`src/rtl/demux_1to2_buffered.sv`:
```
// Buffered 1-to-2 demultiplexer: one valid/ready input stream steered by in_sel
// into one of two small per-output FIFOs, each drained by its own consumer.
module demux_1to2_buffered #(
  parameter int WIDTH = 32,
  parameter int DEPTH = 2,
  parameter int CW    = $clog2(DEPTH) + 1
) (
  input  logic             clk,
  input  logic             rst,
  input  logic [WIDTH-1:0] in_data,
  input  logic             in_sel,
  input  logic             in_valid,
  output logic             in_ready,
  output logic [WIDTH-1:0] out0_data,
  output logic             out0_valid,
  input  logic             out0_ready,
  output logic [WIDTH-1:0] out1_data,
  output logic             out1_valid,
  input  logic             out1_ready,
  output logic [CW-1:0]    out0_count,
  output logic [CW-1:0]    out1_count
);

  localparam int PW = $clog2(DEPTH);

  logic [1:0][CW-1:0]    w_count;
  logic [1:0][WIDTH-1:0] w_head;
  logic [1:0]            w_valid;
  logic [1:0]            w_out_ready;

  assign w_out_ready = {out1_ready, out0_ready};

  // Accept decision depends only on registered occupancy, so a full FIFO
  // never accepts even while it drains on the same edge.
  assign in_ready = (w_count[in_sel] != CW'(DEPTH));

  generate
    for (genvar gi = 0; gi < 2; gi++) begin : g_fifo
      logic [WIDTH-1:0] r_mem [DEPTH];
      logic [PW-1:0]    r_wr_ptr;
      logic [PW-1:0]    r_rd_ptr;
      logic [CW-1:0]    r_count;
      logic             w_push;
      logic             w_pop;

      assign w_push       = in_valid && in_ready && (in_sel == 1'(gi));
      assign w_pop        = w_valid[gi] && w_out_ready[gi];
      assign w_valid[gi]  = (r_count != '0);
      assign w_count[gi]  = r_count;
      assign w_head[gi]   = r_mem[r_rd_ptr];

      always_ff @(posedge clk or posedge rst) begin
        if (rst) begin
          for (int i = 0; i < DEPTH; i++) begin
            r_mem[i] <= '0;
          end
          r_wr_ptr <= '0;
          r_rd_ptr <= '0;
          r_count  <= '0;
        end else begin
          if (w_push) begin
            r_mem[r_wr_ptr] <= in_data;
            r_wr_ptr        <= r_wr_ptr + 1'b1;
          end
          if (w_pop) begin
            r_rd_ptr <= r_rd_ptr + 1'b1;
          end
          case ({w_push, w_pop})
            2'b10:   r_count <= r_count + 1'b1;
            2'b01:   r_count <= r_count - 1'b1;
            default: r_count <= r_count;
          endcase
        end
      end

      a_no_overflow: assert property (@(posedge clk) disable iff (rst)
        r_count <= CW'(DEPTH));
      a_no_underflow: assert property (@(posedge clk) disable iff (rst)
        !(w_pop && !w_push && (r_count == '0)));
    end
  endgenerate

  assign out0_data  = w_head[0];
  assign out1_data  = w_head[1];
  assign out0_valid = w_valid[0];
  assign out1_valid = w_valid[1];
  assign out0_count = w_count[0];
  assign out1_count = w_count[1];

endmodule

```
`config.mk`:
```
export PLATFORM = sky130hd
export DESIGN_NAME = demux_1to2_buffered
export DESIGN_NICKNAME = d
export VERILOG_FILES = /design/src/rtl/demux_1to2_buffered.sv
export SDC_FILE = /design/constraint.sdc
export NUM_CORES = 1
export LEC_CHECK = 0
export CAP_MARGIN = 40
export CORE_MARGIN = 2
export CORE_UTILIZATION = 40
export CTS_CLUSTER_DIAMETER = 80
export DETAILED_ROUTE_END_ITERATION = 8
export PLACE_DENSITY = 0.62
export SLEW_MARGIN = 20
export SYNTH_ARGS = -nofsm -noshare
export SYNTH_HDL_FRONTEND = slang
export SYNTH_SLANG_ARGS = --single-unit
```
`constraint.sdc`:
```
create_clock -name clk -period 13.6 [get_ports clk]
set_input_delay 2.72 -clock clk [delete_from_list [all_inputs] [get_ports clk]]
set_output_delay 2.72 -clock clk [all_outputs]
set_load 0.05 [all_outputs]
```
==> results of run 1 <==
==> path summary, 6_finish.rpt <==
| check | start | end | slack [ns] | depth (start not counted) |
|---|---|---|---|---|
| max | in_sel | in_ready | 6.62 | 4 |
| min | g_fifo[1].r_mem[50]$_DFFE_PP0P_ | g_fifo[1].r_mem[50]$_DFFE_PP0P_ | 0.48 | 1 |
| max reg2reg | out0_count[0]$_DFFE_PP0P_ | g_fifo[0].r_mem[30]$_DFFE_PP0P_ | 11.37 | 4 |
| min reg2reg | g_fifo[1].r_mem[50]$_DFFE_PP0P_ | g_fifo[1].r_mem[50]$_DFFE_PP0P_ | 0.48 | 1 |
| max in group asynchronous | rst | g_fifo[0].r_mem[44]$_DFFE_PP0P_ | 9.68 | 4 |
| min in group asynchronous | rst | g_fifo[0].r_mem[7]$_DFFE_PP0P_ | 2.78 | 2 |
==> metal layers <==
metal | vias up | track usage (%)
li1 | 1589 | -
met1 | 1788 | 22.15
met2 | 71 | 25.24
met3 | 11 | 4.977
met4 | 0 | 5.430
met5 | - | 0
==> through the flow <==
| stage | cells | setup WS, ns | utilization [%] | hold slack (ns) |
|---|---|---|---|---|
| after floorplan | 382 | 7.241 | - | 0.4541 |
| after global placement | 658 | 6.619 | 49.75 | 0.4630 |
| after detailed placement | 660 | 6.630 | 50.03 | 0.4767 |
| after CTS | 692 | 6.615 | 54.69 | 0.4897 |
| after global routing | 693 | 6.543 | 54.83 | 0.5002 |
| final | 693 | 6.616 | 54.83 | 0.4837 |
==> kinds of logic after synthesis <==
kind of cell,Yosys count,share of synthesized area (%)
adders and majority gates,2,0.4144
and+or+nand+nor,19,1.948
AOI/OAI and AO/OA,1,0.08282
buffers and inverters,22,2.052
DFF,136,56.37
xor gates and xnor gates,10,1.451
muxes,192,37.68
==> flip-flops by register name, indices dropped and copies added, names as in the netlist <==
| signal | count |
|---|---|
| g_fifo.r_mem | 128 |
| out0_count | 2 |
| out1_count | 2 |
| g_fifo.r_wr_ptr | 2 |
| g_fifo.r_rd_ptr | 2 |
==> layout by cell type (no fill, tap or decap) <==
cell type / n
mux2_4: 30
or2_2: 2
nand3_1: 1
buf_12: 3
clkinv_4: 2
nand2b_1: 4
mux2_2: 157
clkbuf_16: 17
and2_1: 2
dfrtp_1: 134
nor2_1: 3
clkinvlp_4: 1
bufinv_16: 7
nor3_4: 2
clkbuf_1: 2
buf_4: 5
nand4_1: 1
mux2_1: 5
or3b_2: 1
a21oi_1: 1
dfrtp_2: 2
ha_1: 2
inv_6: 1
clkinv_2: 3
clkdlybuf4s50_1: 108
nand2_1: 1
xnor2_1: 6
nor2b_1: 2
xor2_1: 4
==> final cells by class <==
| type | instances | area, µm² |
|---|---|---|
| clock buffer | 19 | 432.9 |
| clock inverter | 13 | 250.2 |
| fill | 1209 | 6615 |
| inverter | 1 | 8.758 |
| multi-input combinational | 224 | 2522 |
| sequential | 136 | 3406 |
| tap | 184 | 230.2 |
| timing repair buffer | 116 | 1179 |
==> impl_metrics.tcl, run 1 <==
set metrics [dict create \
    ios 109 \
    cts_buffers 17 \
    antenna_cells 0 \
    cts_root_buf "clkbuf_16" \
    synth_sequential_area_ratio_pct 56.37 \
    synth_fp_nets 422 \
    final_area_um2 8029 \
    drt_iter0_drc 107 \
    wirelength_um 12400 \
    tightestPinTransition_ns 0.6573 \
    fin_crit_sh_pct 51.35 \
    die_w_um 126.9 \
    synth_ff_type "dfrtp_1" \
    wl_per_cell_um 17.89 \
    core_area_um2 14640 \
    synthArstFlopShare_pct 100.0 \
    timing.fmax_mhz 143.2 \
    io_buffers 108 \
    fin_setup_tns_ns 0 \
    synth_edf_count 0 \
    slew_headroom_pct 56.18 \
    synth_area_um2 6037 \
    slowest_stage "clkdlybuf4s50_1" \
    finalCriticalPeriod_ns 6.984 \
    wl_met3_um 501 \
    hold_buffers 0 \
    final.setup_skew_ns 0.006136 \
    drv_slew 0 \
    arrival_ns 4.26 \
    cts_buffer_depth 2 \
    vias 3459 \
    path_buf_inv 2 \
    endpoint_kind "primary output" \
    hold_violations 0 \
    yosysMostFrequentCell "mux2_2" \
    crit_fanout 6 \
    cts_tree "done" \
    wl_met1_um 5766 \
    min_path_type "flop to flop" \
    grt_pass1_wl_um 20120 \
    synth_common_cells "mux2_2 (157), dfrtp_1 (136), mux2_4 (30), buf_2 (9), clkbuf_1 (8)" \
    placed_cell_area_um2 7326 \
    chipHeight_um 126.9 \
    rsz0062_at_grt "no" \
    path_clk_slew_ns 0.06 \
    status "finished clean" \
    wl_met2_um 5989 \
    synth.distinct_cells 22 \
    path_class "input pin to primary output" \
    drt_pre_antenna_iters 4 \
    antenna_found_initial 0 \
    yosysWarningCount 0 \
    slowest_delay_ns 0.81 \
    synth_seq_cells 136 \
    drive_above_1_share_pct 45.78 \
    overflow 0 \
    routabilityCongestion 0.6850 \
    first_global_vias 3672 \
    hpwl_um 7676 \
    setup_viol 0 \
    ant_nets 0 \
    drv_cap 0 \
    synthCells 382 \
    path_common_cell "clkdlybuf4s50_1" \
    drc 0 \
    synth_area_leaders "dfrtp_1 (56%), mux2_2 (29%), mux2_4 (7.5%), mux2_1 (0.93%), xnor2_1 (0.87%)" \
    htree_num_levels 4 \
    cp-start-kind "input pin" \
    post_cts_buffers 0 \
    syn2layout_area_growth_pct 32.99 \
    initial_core_util_pct 41.23 \
    route.top_layer_used "met4" \
    row_count 44 \
    vias_per_cell 4.991 \
    final_nets 536 \
    postCtsResizedCells 0 \
    dieArea_um2 16090 \
    clock_latency_ns 0.41 \
    yosys.area.top_type "dfrtp_1" \
    grt.total_usage_pct 16.36 \
    cts_sinks 136 \
    synth_top_area_share_pct 56.37 \
    grt_max_degree 73 \
    worstPathRequired_ns 10.88 \
    crit_chain "clkdlybuf4s50_1 -> nor2_1 -> a21oi_1 -> clkdlybuf4s50_1" \
    critical-path-top-delay-family "buffers and inverters" \
    syn_avg_cell_area_um2 15.80 \
]
Power of run 1 is left out: the tool's default activity adds up to more than one toggle a clock period on the data nets, which glitch-free logic cannot reach.
==> run 2, diff against run 1 <==
- PLACE_DENSITY: 0.62 -> 0.64
- clock period: 13.6 -> 5.7 ns (I/O delays scaled with it)
==> run 2 against run 1 <==
Compared with the run above: wire length rose by 3.0%; clock skew rose by 0.0029 ns; worst setup slack got worse by 4.8 ns; cell count fell by 0.58%; via count rose by 0.93%; sequential cell count did not move; critical path depth did not move; non-clock buffer count did not move; first-iteration DRC count fell by 18%; count of clock-buffer cells in the layout rose by 5; design area fell by 1.6%.
==> impl_metrics.tcl, run 2 (synthesis gave the netlist of run 1 again) <==
set metrics [dict create \
    status "finished clean" \
    tightestPinTransition_ns 0.7301 \
    dieArea_um2 16090 \
    cts_sinks 136 \
    fin_setup_tns_ns 0 \
    vias 3491 \
    hold_buffers 0 \
    wirelength_um 12770 \
    postCtsResizedCells 0 \
    drc 0 \
    io_buffers 108 \
    worstPathRequired_ns 4.56 \
    path_common_cell "clkdlybuf4s50_1" \
    drt_pre_antenna_iters 4 \
    drt_iter0_drc 88 \
    clock_latency_ns 0.41 \
    drv_cap 0 \
    fin_crit_sh_pct 67.80 \
    final_cell_mix "mux2_2 (157), dfrtp_1 (134), clkdlybuf4s50_1 (108)" \
    arrival_ns 2.72 \
    htree_num_levels 4 \
    finalCriticalPeriod_ns 3.865 \
    hold_violations 0 \
    final_nets 536 \
    grt_max_degree 81 \
    critical-path-top-delay-family "buffers and inverters" \
    wl_per_cell_um 18.53 \
    crit_fanout 6 \
    cp-start-kind "input pin" \
    hpwl_um 8288 \
    reg2reg_from "out0_count[1]$_DFFE_PP0P_" \
    chipHeight_um 126.9 \
    whs_ns 0.4832 \
    path_class "input pin to primary output" \
    cts_buffers 17 \
    die_w_um 126.9 \
    row_count 44 \
    path_buf_inv 2 \
    largest_register "g_fifo.r_mem" \
    antenna_found_initial 0 \
    path_clk_slew_ns 0.05 \
    routabilityCongestion 0.6771 \
    cts_buffer_depth 2 \
    largest_reg_flops 128 \
    post_cts_buffers 0 \
    drive_above_1_share_pct 45.15 \
    endpoint_kind "primary output" \
    grt.total_usage_pct 16.86 \
    ant_nets 0 \
    grt_pass1_wl_um 20720 \
    min_from "g_fifo[0].r_mem[63]$_DFFE_PP0P_" \
    cts_root_buf "clkbuf_16" \
    ios 109 \
    rsz0062_at_grt "no" \
    final.setup_skew_ns 0.009030 \
    final_common_cell "mux2_2" \
    vias_per_cell 5.067 \
    overflow 0 \
    startpoint "in_sel" \
    setup_viol 0 \
    drv_slew 0 \
    antenna_cells 0 \
    slowest_stage "clkdlybuf4s50_1" \
    slowest_delay_ns 0.82 \
    timing.fmax_mhz 258.8 \
    syn2layout_area_growth_pct 30.90 \
    crit_chain "clkdlybuf4s50_1 -> nor2_1 -> a21oi_1 -> clkdlybuf4s50_1" \
    slew_headroom_pct 51.33 \
    first_global_vias 3855 \
    core_area_um2 14640 \
    cts_tree "done" \
    initial_core_util_pct 41.23 \
    min_path_type "flop to flop" \
]
==> run 2: per-layer routing <==
layer | GRT usage (%) | part of all wire, % | up-vias
met5 | 0 | 0 | -
met4 | 7.240 | 1.7 | 0
met3 | 4.260 | 3.9 | 18
met2 | 26.98 | 49 | 80
met1 | 21.85 | 46 | 1811
li1 | - | - | 1582
==> run 2: path summary, 6_finish.rpt <==
path                       cells past startpoint  slack, ns                         endpoint
setup / recovery                               4       1.84                         in_ready
hold / removal                                 1       0.48  g_fifo[0].r_mem[63]$_DFFE_PP0P_
setup reg to reg                               4       3.49  g_fifo[0].r_mem[38]$_DFFE_PP0P_
hold reg to reg                                1       0.48  g_fifo[0].r_mem[63]$_DFFE_PP0P_
max in group asynchronous                      3       3.52   g_fifo[0].r_rd_ptr$_DFFE_PP0P_
min in group asynchronous                      2       1.26  g_fifo[0].r_mem[40]$_DFFE_PP0P_
==> run 2: layout make-up <==
class,instances,area (µm²)
sequential,136,3406
multi-input combinational,224,2522
tap,184,230.2
fill,1218,6741
clock buffer,24,491.7
clock inverter,4,45.04
timing repair buffer,116,1201
inverter,1,6.256
==> run 2: per-stage QoR <==
stage | cells | instance area [µm²] | util (%) | setup slack (ns)
final | 689 | 7903 | 53.96 | 1.835
after global routing | 689 | 7903 | 53.96 | 1.751
after CTS | 689 | 7903 | 53.96 | 1.833
after detailed placement | 661 | 7366 | 50.30 | 1.849
after global placement | 658 | 7296 | 49.82 | 1.874
after floorplan | 382 | 6037 | - | 0.9205
Power of run 2 is left out for the same reason.
==> run 3, diff against run 2 <==
- PLACE_DENSITY: 0.64 -> 0.62
- clock period: 5.7 -> 3.6 ns (I/O delays scaled with it)
==> run 3 against run 2 <==
Compared with the run above: die area is the same; global-route usage shrank 0.52 points; count of clock-buffer cells in the layout grew 4; clock skew is 0.0034 ns lower; design area fell by 0.33%; register-to-register slack lost 1.8 ns; critical path depth shrank 1; utilization is 0.18 points lower; first-iteration DRC count rose by 11%; hold slack got worse by 0.0034 ns; worst setup slack worse by 1.5 ns.
==> impl_metrics.tcl, run 3 (synthesis gave the netlist of run 1 again) <==
set metrics [dict create \
    status "finished clean" \
    chipHeight_um 126.9 \
    finalCriticalPeriod_ns 3.306 \
    final_core_util_pct 53.79 \
    final_cell_mix "mux2_2 (157), dfrtp_1 (136), clkdlybuf4s50_1 (108)" \
    cts_sinks 136 \
    drt_iter0_drc 98 \
    startpoint "g_fifo[1].r_rd_ptr$_DFFE_PP0P_" \
    antenna_found_initial 0 \
    final_nets 536 \
    drc 0 \
    largest_reg_flops 128 \
    core_area_um2 14640 \
    cts_root_buf "clkbuf_16" \
    cp-start-kind "flop" \
    fin_setup_tns_ns 0 \
    hold_violations 0 \
    vias 3457 \
    largest_register "g_fifo.r_mem" \
    drive_above_1_share_pct 44.77 \
    crit_fanout 12 \
    wirelength_um 12390 \
    cts_tree "done" \
    hpwl_um 7650 \
    initial_core_util_pct 41.23 \
    reg2reg_from "out0_count[1]$_DFFE_PP0P_" \
    cts_buffer_depth 2 \
    drv_cap 0 \
    arrival_ns 2.59 \
    cts_buffers 17 \
    reg2regPathDepth 4 \
    grt.total_usage_pct 16.34 \
    postCtsResizedCells 0 \
    timing.fmax_mhz 302.4 \
    clock_latency_ns 0.41 \
    dieArea_um2 16090 \
    die_w_um 126.9 \
    wl_per_cell_um 17.93 \
    syn2layout_area_growth_pct 30.47 \
    first_global_vias 3833 \
    ant_nets 0 \
    overflow 0 \
    endpoint_kind "primary output" \
    vias_per_cell 5.003 \
    min_path_type "flop to flop" \
    grt_pass1_wl_um 20150 \
    row_count 44 \
    ios 109 \
    routabilityCongestion 0.6690 \
    grt_max_degree 137 \
    path_clk_slew_ns 0.05 \
    htree_num_levels 4 \
    slew_headroom_pct 47.23 \
    antenna_cells 0 \
    r2r-end "g_fifo[0].r_mem[1]$_DFFE_PP0P_" \
    drv_slew 0 \
    final.setup_skew_ns 0.005600 \
    rsz0062_at_grt "no" \
    io_buffers 108 \
    setup_viol 0 \
    drt_pre_antenna_iters 3 \
    fin_crit_sh_pct 91.84 \
    path_class "flop to primary output" \
    hold_buffers 0 \
    final_common_cell "mux2_2" \
    worstPathRequired_ns 2.88 \
    endpoint "out1_data[23]" \
    post_cts_buffers 0 \
    tightestPinTransition_ns 0.7916 \
    reg2reg_slack_ns 1.67 \
]
[run 3: cell types whose count changed in the layout (fill, tap and decap cells not counted), sizes merged]
cell,before,now
inv,1,0
clkbuf,24,28
bufinv,1,0
clkinv,3,2
clkinvlp,0,1
[run 3: through the flow]
| stage | cell area [µm²] | cells | setup slack, ns | hold WS [ns] |
|---|---|---|---|---|
| 2_1_floorplan | 6041 | 382 | 1.187 | 0.4541 |
| 3_3_place_gp | 7330 | 661 | 0.6070 | 0.4637 |
| 3_5_place_dp | 7330 | 661 | 0.6277 | 0.4720 |
| 4_1_cts | 7876 | 691 | 0.2270 | 0.4846 |
| 5_1_grt | 7876 | 691 | 0.1904 | 0.5005 |
| 6_report | 7876 | 691 | 0.2937 | 0.4798 |
[run 3: how the worst min path moves through the flow]
stage / from / to / slack [ns] / depth (start not counted)
finish: g_fifo[0].r_mem[58]$_DFFE_PP0P_ / g_fifo[0].r_mem[58]$_DFFE_PP0P_ / 0.48 / 1
global route: g_fifo[1].r_mem[50]$_DFFE_PP0P_ / g_fifo[1].r_mem[50]$_DFFE_PP0P_ / 0.50 / 1
CTS: g_fifo[0].r_mem[58]$_DFFE_PP0P_ / g_fifo[0].r_mem[58]$_DFFE_PP0P_ / 0.48 / 1
detailed placement: g_fifo[0].r_mem[58]$_DFFE_PP0P_ / g_fifo[0].r_mem[58]$_DFFE_PP0P_ / 0.47 / 1
global placement: g_fifo[0].r_mem[58]$_DFFE_PP0P_ / g_fifo[0].r_mem[58]$_DFFE_PP0P_ / 0.46 / 1
floorplan: g_fifo[0].r_mem[56]$_DFFE_PP0P_ / g_fifo[0].r_mem[56]$_DFFE_PP0P_ / 0.45 / 1
[run 3: final cells by class]
cell class | count | area (µm²)
Clock inverter | 2 | 10.01
Sequential cell | 136 | 3403
Inverter | 1 | 7.507
Fill cell | 1227 | 6768
Timing Repair Buffer | 116 | 1166
Tap cell | 184 | 230.2
Multi-Input combinational cell | 224 | 2522
Clock buffer | 28 | 536.8
[run 3: layer usage]
metal	wire length, µm	vias up	track usage (%)	share of wire (%)
li1	-	1579	-	-
met1	5720	1793	21.33	46
met2	5991	70	26.31	48
met3	501	15	4.344	4.0
met4	180	0	6.012	1.5
met5	0	-	0	0
[run 3: critical path, cell delays in order, from the launching register on]
cell	delay, ns
dfrtp_1	0.74
buf_4	0.36
mux2_2	0.37
clkdlybuf4s50_1	0.70
Power of run 3 is left out for the same reason.
